<file path="config.mk">
export PLATFORM = sky130hd
export DESIGN_NAME = tag_lookup_ctrl_flat
export DESIGN_NICKNAME = d
export VERILOG_FILES = /design/src/rtl/tag_lookup_ctrl_pkg.sv /design/src/rtl/tag_lookup_ctrl_if.sv /design/src/rtl/tag_init_sweep.sv /design/src/rtl/tag_lookup_ctrl.sv /design/src/flat_wrapper.sv
export SDC_FILE = /design/constraint.sdc
export NUM_CORES = 1
export LEC_CHECK = 0
export CAP_MARGIN = 0
export CORE_MARGIN = 2
export CORE_UTILIZATION = 36
export DETAILED_ROUTE_END_ITERATION = 12
export GPL_ROUTABILITY_DRIVEN = 0
export HOLD_SLACK_MARGIN = 0.12
export PLACE_DENSITY = 0.73
export SLEW_MARGIN = 15
export SYNTH_ARGS = -nofsm -noshare
export SYNTH_HDL_FRONTEND = slang
export SYNTH_SLANG_ARGS = --single-unit
</file>
<file path="constraint.sdc">
create_clock -name clock -period 1.9 [get_ports clock]
set_input_delay 0.19 -clock clock [delete_from_list [all_inputs] [get_ports clock]]
set_output_delay 0.19 -clock clock [all_outputs]
set_load 0.05 [all_outputs]
</file>
<file path="src/rtl/tag_lookup_ctrl_pkg.sv">
// Shared widths, state encoding and entry layout for the tag lookup controller.
package tag_ctrl_pkg;

    localparam int unsigned AWIDTH    = 3;
    localparam int unsigned DWIDTH    = 14;
    localparam int unsigned TWIDTH    = DWIDTH - 1;
    localparam int unsigned DEPTH     = 1 << AWIDTH;
    localparam int unsigned CWIDTH    = AWIDTH + 1;
    localparam int unsigned VALID_BIT = DWIDTH - 1;
    localparam int unsigned TAG_MSB   = DWIDTH - 2;

    typedef enum logic [2:0] {
        INIT  = 3'd0,
        IDLE  = 3'd1,
        ISSUE = 3'd2,
        CMP   = 3'd3,
        RESP  = 3'd4
    } state_e;

    // One tag RAM entry: valid flag above the stored tag.
    typedef struct packed {
        logic              valid;
        logic [TWIDTH-1:0] tag;
    } entry_t;

    // Build a RAM entry from its fields.
    function automatic entry_t pack_entry(input logic valid, input logic [TWIDTH-1:0] tag);
        entry_t e;
        e.valid = valid;
        e.tag   = tag;
        return e;
    endfunction

endpackage

</file>
<file path="src/rtl/tag_lookup_ctrl_if.sv">
// Request/response handshake between a requester and the tag lookup controller.
interface tag_lookup_ctrl_if;
    import tag_ctrl_pkg::*;

    logic              req_valid;
    logic              req_ready;
    logic              req_fill;
    logic [AWIDTH-1:0] req_index;
    logic [TWIDTH-1:0] req_tag;
    logic              rsp_valid;
    logic              rsp_ready;
    logic              rsp_hit;
    logic              rsp_fill;

    modport master (
        output req_valid, req_fill, req_index, req_tag, rsp_ready,
        input  req_ready, rsp_valid, rsp_hit, rsp_fill
    );

    modport slave (
        input  req_valid, req_fill, req_index, req_tag, rsp_ready,
        output req_ready, rsp_valid, rsp_hit, rsp_fill
    );

endinterface

</file>
<file path="src/rtl/tag_init_sweep.sv">
// Post-reset clear sweep: walks every index once, then latches the done flag.
module tag_init_sweep
    import tag_ctrl_pkg::*;
(
    input  logic              clock,
    input  logic              reset_n,
    input  logic              en_i,
    output logic [AWIDTH-1:0] addr_o,
    output logic              last_c,
    output logic              init_done_o
);

    logic [CWIDTH-1:0] cnt_q, cnt_d;
    logic              done_q, done_d;

    assign addr_o      = cnt_q[AWIDTH-1:0];
    assign last_c      = en_i && (cnt_q == CWIDTH'(DEPTH));
    assign init_done_o = done_q;

    // Counter and done flag registers.
    always_ff @(posedge clock or negedge reset_n) begin
        if (!reset_n) begin
            cnt_q  <= '0;
            done_q <= 1'b0;
        end else begin
            cnt_q  <= cnt_d;
            done_q <= done_d;
        end
    end

    // Advance while sweeping; the counter parks at DEPTH once the sweep ends.
    always_comb begin
        cnt_d  = cnt_q;
        done_d = done_q;
        if (en_i) begin
            if (cnt_q == CWIDTH'(DEPTH)) begin
                done_d = 1'b1;
            end else begin
                cnt_d = cnt_q + CWIDTH'(1);
            end
        end
    end

endmodule

</file>
<file path="src/rtl/tag_lookup_ctrl.sv">
// Tag RAM requester: clears the RAM after reset, then serves one lookup/fill at a time.
module tag_lookup_ctrl
    import tag_ctrl_pkg::*;
(
    input  logic               clock,
    input  logic               reset_n,
    tag_lookup_ctrl_if.slave   bus,
    output logic               init_done,
    output logic [AWIDTH-1:0]  ram_addr,
    output logic [DWIDTH-1:0]  ram_din,
    output logic               ram_we,
    input  logic [DWIDTH-1:0]  ram_dout
);

    state_e            state_q, state_d;
    logic [AWIDTH-1:0] ram_addr_q, ram_addr_d;
    logic [DWIDTH-1:0] ram_din_q, ram_din_d;
    logic              ram_we_q, ram_we_d;
    logic              rsp_valid_q, rsp_valid_d;
    logic              rsp_hit_q, rsp_hit_d;
    logic              rsp_fill_q, rsp_fill_d;
    logic [TWIDTH-1:0] tag_q, tag_d;
    logic              fill_q, fill_d;

    logic [AWIDTH-1:0] sweep_addr;
    logic              sweep_last_c;
    logic              req_ready_c;
    entry_t            rd_entry;

    tag_init_sweep u_sweep (
        .clock       (clock),
        .reset_n     (reset_n),
        .en_i        (state_q == INIT),
        .addr_o      (sweep_addr),
        .last_c      (sweep_last_c),
        .init_done_o (init_done)
    );

    assign req_ready_c   = (state_q == IDLE);
    assign bus.req_ready = req_ready_c;
    assign bus.rsp_valid = rsp_valid_q;
    assign bus.rsp_hit   = rsp_hit_q;
    assign bus.rsp_fill  = rsp_fill_q;
    assign ram_addr      = ram_addr_q;
    assign ram_din       = ram_din_q;
    assign ram_we        = ram_we_q;
    assign rd_entry      = entry_t'(ram_dout);

    // State and registered output flops.
    always_ff @(posedge clock or negedge reset_n) begin
        if (!reset_n) begin
            state_q     <= INIT;
            ram_addr_q  <= '0;
            ram_din_q   <= '0;
            ram_we_q    <= 1'b0;
            rsp_valid_q <= 1'b0;
            rsp_hit_q   <= 1'b0;
            rsp_fill_q  <= 1'b0;
            tag_q       <= '0;
            fill_q      <= 1'b0;
        end else begin
            state_q     <= state_d;
            ram_addr_q  <= ram_addr_d;
            ram_din_q   <= ram_din_d;
            ram_we_q    <= ram_we_d;
            rsp_valid_q <= rsp_valid_d;
            rsp_hit_q   <= rsp_hit_d;
            rsp_fill_q  <= rsp_fill_d;
            tag_q       <= tag_d;
            fill_q      <= fill_d;
        end
    end

    // Next state, RAM pin drive and response compare.
    always_comb begin
        state_d     = state_q;
        ram_addr_d  = ram_addr_q;
        ram_din_d   = ram_din_q;
        ram_we_d    = ram_we_q;
        rsp_valid_d = rsp_valid_q;
        rsp_hit_d   = rsp_hit_q;
        rsp_fill_d  = rsp_fill_q;
        tag_d       = tag_q;
        fill_d      = fill_q;

        case (state_q)
            INIT: begin
                if (sweep_last_c) begin
                    ram_we_d = 1'b0;
                    state_d  = IDLE;
                end else begin
                    ram_addr_d = sweep_addr;
                    ram_din_d  = '0;
                    ram_we_d   = 1'b1;
                end
            end
            IDLE: begin
                ram_we_d = 1'b0;
                if (bus.req_valid && req_ready_c) begin
                    tag_d      = bus.req_tag;
                    fill_d     = bus.req_fill;
                    ram_addr_d = bus.req_index;
                    ram_we_d   = bus.req_fill;
                    ram_din_d  = pack_entry(1'b1, bus.req_tag);
                    state_d    = ISSUE;
                end
            end
            ISSUE: begin
                // RAM latches the address (and writes) on this edge.
                ram_we_d = 1'b0;
                state_d  = CMP;
            end
            CMP: begin
                // Read data now reflects the entry, including a fill just written.
                rsp_hit_d   = rd_entry.valid && (rd_entry.tag == tag_q);
                rsp_fill_d  = fill_q;
                rsp_valid_d = 1'b1;
                state_d     = RESP;
            end
            RESP: begin
                if (bus.rsp_ready) begin
                    rsp_valid_d = 1'b0;
                    state_d     = IDLE;
                end
            end
            default: begin
                state_d = INIT;
            end
        endcase
    end

endmodule

</file>
<file path="src/flat_wrapper.sv">
// flat-port wrapper written by rule: the top's interface ports become plain ports
module tag_lookup_ctrl_flat import tag_ctrl_pkg::*;
  (clock, reset_n, init_done, ram_addr, ram_din, ram_we, ram_dout, bus_req_valid, bus_req_fill, bus_req_index, bus_req_tag, bus_rsp_ready, bus_req_ready, bus_rsp_valid, bus_rsp_hit, bus_rsp_fill);
  tag_lookup_ctrl_if bus_i ();
  input  logic clock;
  input  logic reset_n;
  output logic init_done;
  output logic [AWIDTH-1:0] ram_addr;
  output logic [DWIDTH-1:0] ram_din;
  output logic ram_we;
  input  logic [DWIDTH-1:0] ram_dout;
  input wire logic [$bits(bus_i.req_valid)-1:0] bus_req_valid;
  input wire logic [$bits(bus_i.req_fill)-1:0] bus_req_fill;
  input wire logic [$bits(bus_i.req_index)-1:0] bus_req_index;
  input wire logic [$bits(bus_i.req_tag)-1:0] bus_req_tag;
  input wire logic [$bits(bus_i.rsp_ready)-1:0] bus_rsp_ready;
  output wire logic [$bits(bus_i.req_ready)-1:0] bus_req_ready;
  output wire logic [$bits(bus_i.rsp_valid)-1:0] bus_rsp_valid;
  output wire logic [$bits(bus_i.rsp_hit)-1:0] bus_rsp_hit;
  output wire logic [$bits(bus_i.rsp_fill)-1:0] bus_rsp_fill;
  assign bus_i.req_valid = bus_req_valid;
  assign bus_i.req_fill = bus_req_fill;
  assign bus_i.req_index = bus_req_index;
  assign bus_i.req_tag = bus_req_tag;
  assign bus_i.rsp_ready = bus_rsp_ready;
  assign bus_req_ready = bus_i.req_ready;
  assign bus_rsp_valid = bus_i.rsp_valid;
  assign bus_rsp_hit = bus_i.rsp_hit;
  assign bus_rsp_fill = bus_i.rsp_fill;
  tag_lookup_ctrl u_core (.clock(clock), .reset_n(reset_n), .bus(bus_i), .init_done(init_done), .ram_addr(ram_addr), .ram_din(ram_din), .ram_we(ram_we), .ram_dout(ram_dout));
endmodule
</file>
==> impl_metrics.json, run 1 <==
{
  "antenna_found_initial": 0,
  "reg2reg_from": "u_core.u_sweep.cnt_q[0]",
  "dr.pass1.iters": 6,
  "grt_pass1_wl_mm": 6.67,
  "relSlewSlack_pct": 65.1,
  "setup_ws_ns": 0.172,
  "p_per_area_nw_per_um2": 1690,
  "drc": 0,
  "die-area_um2": 6050,
  "path_max_fanout": 10,
  "final_common_cell": "clkdlybuf4s50_1",
  "detail-route-antenna-nets": 0,
  "die_x_um": 77.8,
  "rsz0062_at_grt": "no",
  "clockBufferDepth": 2,
  "p_total_mw": 4.67,
  "mostFrequentLayoutCells": "clkdlybuf4s50_1, dfrtp_1, mux2_2",
  "fin_cells": 287,
  "holdWs_ns": 0.299,
  "die_h_um": 77.8,
  "cp.required_ns": 1.71,
  "drive_above_1_share_pct": 20.3,
  "cts_num_sinks": 43,
  "status": "finished clean",
  "finalNetCount": 253,
  "placed_cells": 278,
  "timing.rr.end": "u_core.ram_din[5]",
  "fin_tns_setup_ns": 0,
  "finalClockSkew_ns": 0.00297,
  "seqCellArea_um2": 1080,
  "htreeDepth": 2,
  "design_area_um2": 2760,
  "synthArstFlopShare_pct": 100,
  "drv_cap": 0,
  "worstSetupStartpoint": "u_core.state_q[0]",
  "crit_path_end": "bus_req_ready",
  "r2r_cells": 6,
  "hold_violations": 0,
  "cp-start-kind": "register",
  "area_delta_synth_final_pct": 40.7,
  "io_buffers": 57,
  "wl_mm": 3.96,
  "tritoncts": "built",
  "final_core_util_pct": 53.3,
  "synthesis.area_um2": 1960,
  "grt-ovfl-total": 0,
  "place_ws_ns": 0.244,
  "syn-mean-instance-area_um2": 13.1,
  "placed_cell_area_um2": 2630,
  "synth_edf_count": 0,
  "routed_via_density": 4.74,
  "drt_iter0_drc": 77,
  "cts_root_buffer": "clkbuf_8",
  "cp-end-kind": "output port",
  "synth.net_count": 187,
  "grt_pass1_vias": 1394,
  "synthFlopType": "dfrtp_1",
  "grt_use_total_pct": 13.8,
  "row_count": 26,
  "ctsResizeCount": 0,
  "syn_inst": 150,
  "numCtsBuffers": 5,
  "synth_cell_types": 31,
  "clkLatencyLatePin_ns": 0.28,
  "vias": 1361,
  "coreArea_um2": 5170,
  "wl_per_cell_um": 13.8,
  "yosysWarnings": 0,
  "peakVddDrop_v": 0.000828,
  "post-route-period-util_pct": 90.9,
  "setup_violations": 0,
  "tightest_slew_ns": 0.523,
  "p_leak_nw": 1.17,
  "ios": 58,
  "grt_max_degree": 21,
  "worst-setup-path-type": "reg2out",
  "fin_crit_ns": 1.73,
  "cp.arrival_ns": 1.54,
  "hold_path_class": "in2async",
  "maxSlewViolCount": 0,
  "r2r_slack_ns": 0.26,
  "diodes": 0,
  "synth-seq-cells": 43,
  "multi_input_comb_area_um2": 803,
  "place_hpwl_mm": 2.95,
  "initial_core_util_pct": 37.9,
  "synth-seq-area-share_pct": 54.9,
  "fmax_mhz": 579,
  "clk_pin_slew_worst_paths_ns": 0.08,
  "fillers": 451
}
[per-layer routing]
layer / wire [µm] / global-route usage (%) / up-vias / share of wire [%]
met4: 36 / 3.75 / 0 / 0.91
met1: 1970 / 20.2 / 656 / 50
li1: - / - / 669 / -
met2: 1790 / 20.3 / 32 / 45
met3: 165 / 3.60 / 4 / 4.2
met5: 0 / 0 / - / 0
[critical path, stage by stage, from the launching register on]
cell and delay (ns):
dfrtp_1 0.62, nor3b_4 0.44, buf_12 0.19
[Yosys cell counts (2+ instances only)]
cell	n	area (µm²)
a21o_1	2	15.0
a21oi_1	7	35.0
a22o_1	13	114
buf_4	2	15.0
buf_6	4	45.0
dfrtp_1	43	1080
ha_1	2	25.0
inv_1	4	15.0
mux2_2	17	191
nand2_1	11	41.3
nand3b_1	2	15.0
nand4_1	3	18.8
nor2_1	7	26.3
o21ai_2	3	26.3
xnor2_1	11	96.3
xor2_1	4	35.0
[final cells by class]
type                    count  area share, %
repair buffers             66           23.9
inverters                   4          0.544
clock inverters             2           1.27
clock buffers               6           2.99
multi-input cells          96           29.1
flip-flops and latches     43           39.0
well taps                  70           3.18
[logic make-up after synthesis]
logic type               share of synthesized area [%]
flip-flops                                        54.9
AO/OA/AOI/OAI                                     12.9
AND/OR/NAND/NOR                                   9.83
multiplexers                                      10.3
XOR/XNOR                                          6.70
buffers and inverters                             4.09
adder cells (fa/ha/maj)                           1.28
[timing repair]
action / 4_1_cts / 5_1_grt
endpoints found under the hold margin: 27 / 0
hold buffers: 1 / 0
setup buffers: 0 / 0
[where the power goes]
group	leakage (nW)	switching, mW	total, mW	internal (mW)
combinational	0.590	1.32	2.37	1.05
clock	0.0612	0.306	0.731	0.425
sequential	0.523	0.272	1.56	1.29
total	1.17	1.90	4.67	2.77
[registers in the layout, indices dropped and copies added (netlist names), 3 cells and up]
signal and flops:
u_core.state_q 3, u_core.ram_din 14, u_core.tag_q 13, u_core.ram_addr 3
u_core.u_sweep.cnt_q 4
[worst min-delay path by stage]
stage                  from             endpoint  slack (ns)  cells after the start
finish              reset_n   u_core.ram_addr[2]        0.30                      2
global route        reset_n   u_core.ram_addr[2]        0.31                      2
CTS                 reset_n   u_core.ram_addr[2]        0.30                      2
detailed placement  reset_n   u_core.ram_addr[1]        0.08                      1
global placement    reset_n   u_core.ram_addr[1]        0.08                      1
floorplan           reset_n  u_core.bus.rsp_fill       -0.11                      0
(Power assumes the default switching activity.)
==> inputs of run 2 (changes only) <==
- CTS_BUF_LIST: default -> sky130_fd_sc_hd__clkbuf_8 sky130_fd_sc_hd__clkbuf_16
- PLACE_DENSITY: 0.73 -> default
==> impl_metrics.json, run 2 (synthesized netlist as in run 1, its figures left out) <==
{
  "slowest_stage": "clkdlybuf4s50_1",
  "final_common_cell": "clkdlybuf4s50_1",
  "clockBufferDepth": 2,
  "fmax_mhz": 597,
  "fin_tns_setup_ns": 0,
  "largest_reg_flops": 14,
  "path_cells": "clkdlybuf4s50_1",
  "dr.pass1.iters": 4,
  "detail-route-antenna-nets": 0,
  "vias": 1427,
  "antenna_found_initial": 0,
  "cts_setup_buffers": 0,
  "hold_violations": 0,
  "tritoncts": "built",
  "die_h_um": 77.8,
  "drc": 0,
  "drt_iter0_drc": 61,
  "fin_crit_ns": 1.67,
  "grt_max_degree": 29,
  "die-area_um2": 6050,
  "grt-ovfl-total": 0,
  "tightest_slew_ns": 0.514,
  "crit_family": "buffers and inverters",
  "wl_mm": 4.30,
  "clkLatencyLatePin_ns": 0.29,
  "io_buffers": 57,
  "p_per_area_nw_per_um2": 1670,
  "worst-setup-path-type": "reg2out",
  "rsz0062_at_grt": "no",
  "slowest_delay_ns": 0.81,
  "cp.required_ns": 1.71,
  "row_count": 26,
  "cp-end-kind": "output port",
  "coreArea_um2": 5170,
  "placed_cell_area_um2": 2640,
  "finalClockSkew_ns": 0.00505,
  "relSlewSlack_pct": 65.7,
  "initial_core_util_pct": 37.9,
  "p_leak_nw": 1.17,
  "die_x_um": 77.8,
  "post-route-period-util_pct": 88.1,
  "grt_use_total_pct": 15.7,
  "finalNetCount": 254,
  "ctsResizeCount": 0,
  "status": "finished clean",
  "drv_cap": 0,
  "design_area_um2": 2740,
  "path_max_fanout": 2,
  "drive_above_1_share_pct": 20.3,
  "htreeDepth": 2,
  "cts_num_sinks": 43,
  "area_delta_synth_final_pct": 39.6,
  "grt_pass1_wl_mm": 7.53,
  "critical_path_buf_inv_count": 1,
  "peakVddDrop_v": 0.000955,
  "cp-start-kind": "register",
  "ios": 58,
  "cts_root_buffer": "clkbuf_8",
  "routed_via_density": 4.97,
  "mostFrequentLayoutCells": "clkdlybuf4s50_1, dfrtp_1, mux2_2",
  "setup_violations": 0,
  "numCtsBuffers": 5,
  "clk_pin_slew_worst_paths_ns": 0.08,
  "place_hpwl_mm": 3.23,
  "diodes": 0,
  "cp.arrival_ns": 1.48,
  "maxSlewViolCount": 0,
  "grt_pass1_vias": 1555,
  "wl_per_cell_um": 15.0,
  "hold_path_class": "in2async"
}
-- run 2: changes by cell type in the layout (fill, tap and decap cells not counted) --
cell,delta
buf_4,+1
bufinv_16,-1
-- run 2: worst paths after layout --
kind / from / to / slack (ns) / cells past startpoint
min in group clock: u_core.u_sweep.init_done_o / u_core.u_sweep.init_done_o / 0.48 / 1
worst min-delay path: reset_n / u_core.ram_addr[0] / 0.34 / 2
worst max register to register: u_core.u_sweep.cnt_q[0] / u_core.ram_din[11] / 0.31 / 6
worst max-delay path: u_core.ram_din[13] / ram_din[13] / 0.23 / 1
worst min register to register: u_core.u_sweep.init_done_o / u_core.u_sweep.init_done_o / 0.48 / 1
max in group asynchronous: reset_n / u_core.ram_din[7] / 0.86 / 3
-- run 2: metal layers --
metal / GRT usage [%] / routed length [µm] / vias up
li1: - / - / 669
met1: 20.8 / 1990 / 705
met2: 24.2 / 1990 / 45
met3: 5.23 / 258 / 8
met4: 4.82 / 62 / 0
met5: 0 / 0 / -
-- run 2: what timing repair did --
action                                  CTS  global route
endpoints found under the hold margin    15             0
endpoints found under the setup margin    0             0
hold buffers                              1             0
-- run 2: per-stage QoR --
stage	hold slack, ns	power, mW	std cells	worst slack, ns	util [%]
floorplan	-0.106	3.23	150	0.252	-
global placement	0.112	3.97	279	0.233	51.0
detailed placement	0.126	4.02	279	0.214	51.0
CTS	0.340	4.63	287	0.211	52.9
global route	0.354	4.86	287	0.128	52.9
finish	0.335	4.58	287	0.226	52.9
-- run 2: area by class of cell --
type	count	area, µm²
multi-input combinational	96	803
clock buffer	6	82.6
fill	432	2440
inverter	4	15.0
clock inverter	1	5.00
sequential	43	1080
tap	70	87.6
timing repair buffer	67	666
-- run 2: report_power, final --
group	switching (mW)	total, mW	internal [mW]
Combinational	1.36	2.43	1.07
Sequential	0.269	1.56	1.29
Clock	0.302	0.588	0.285
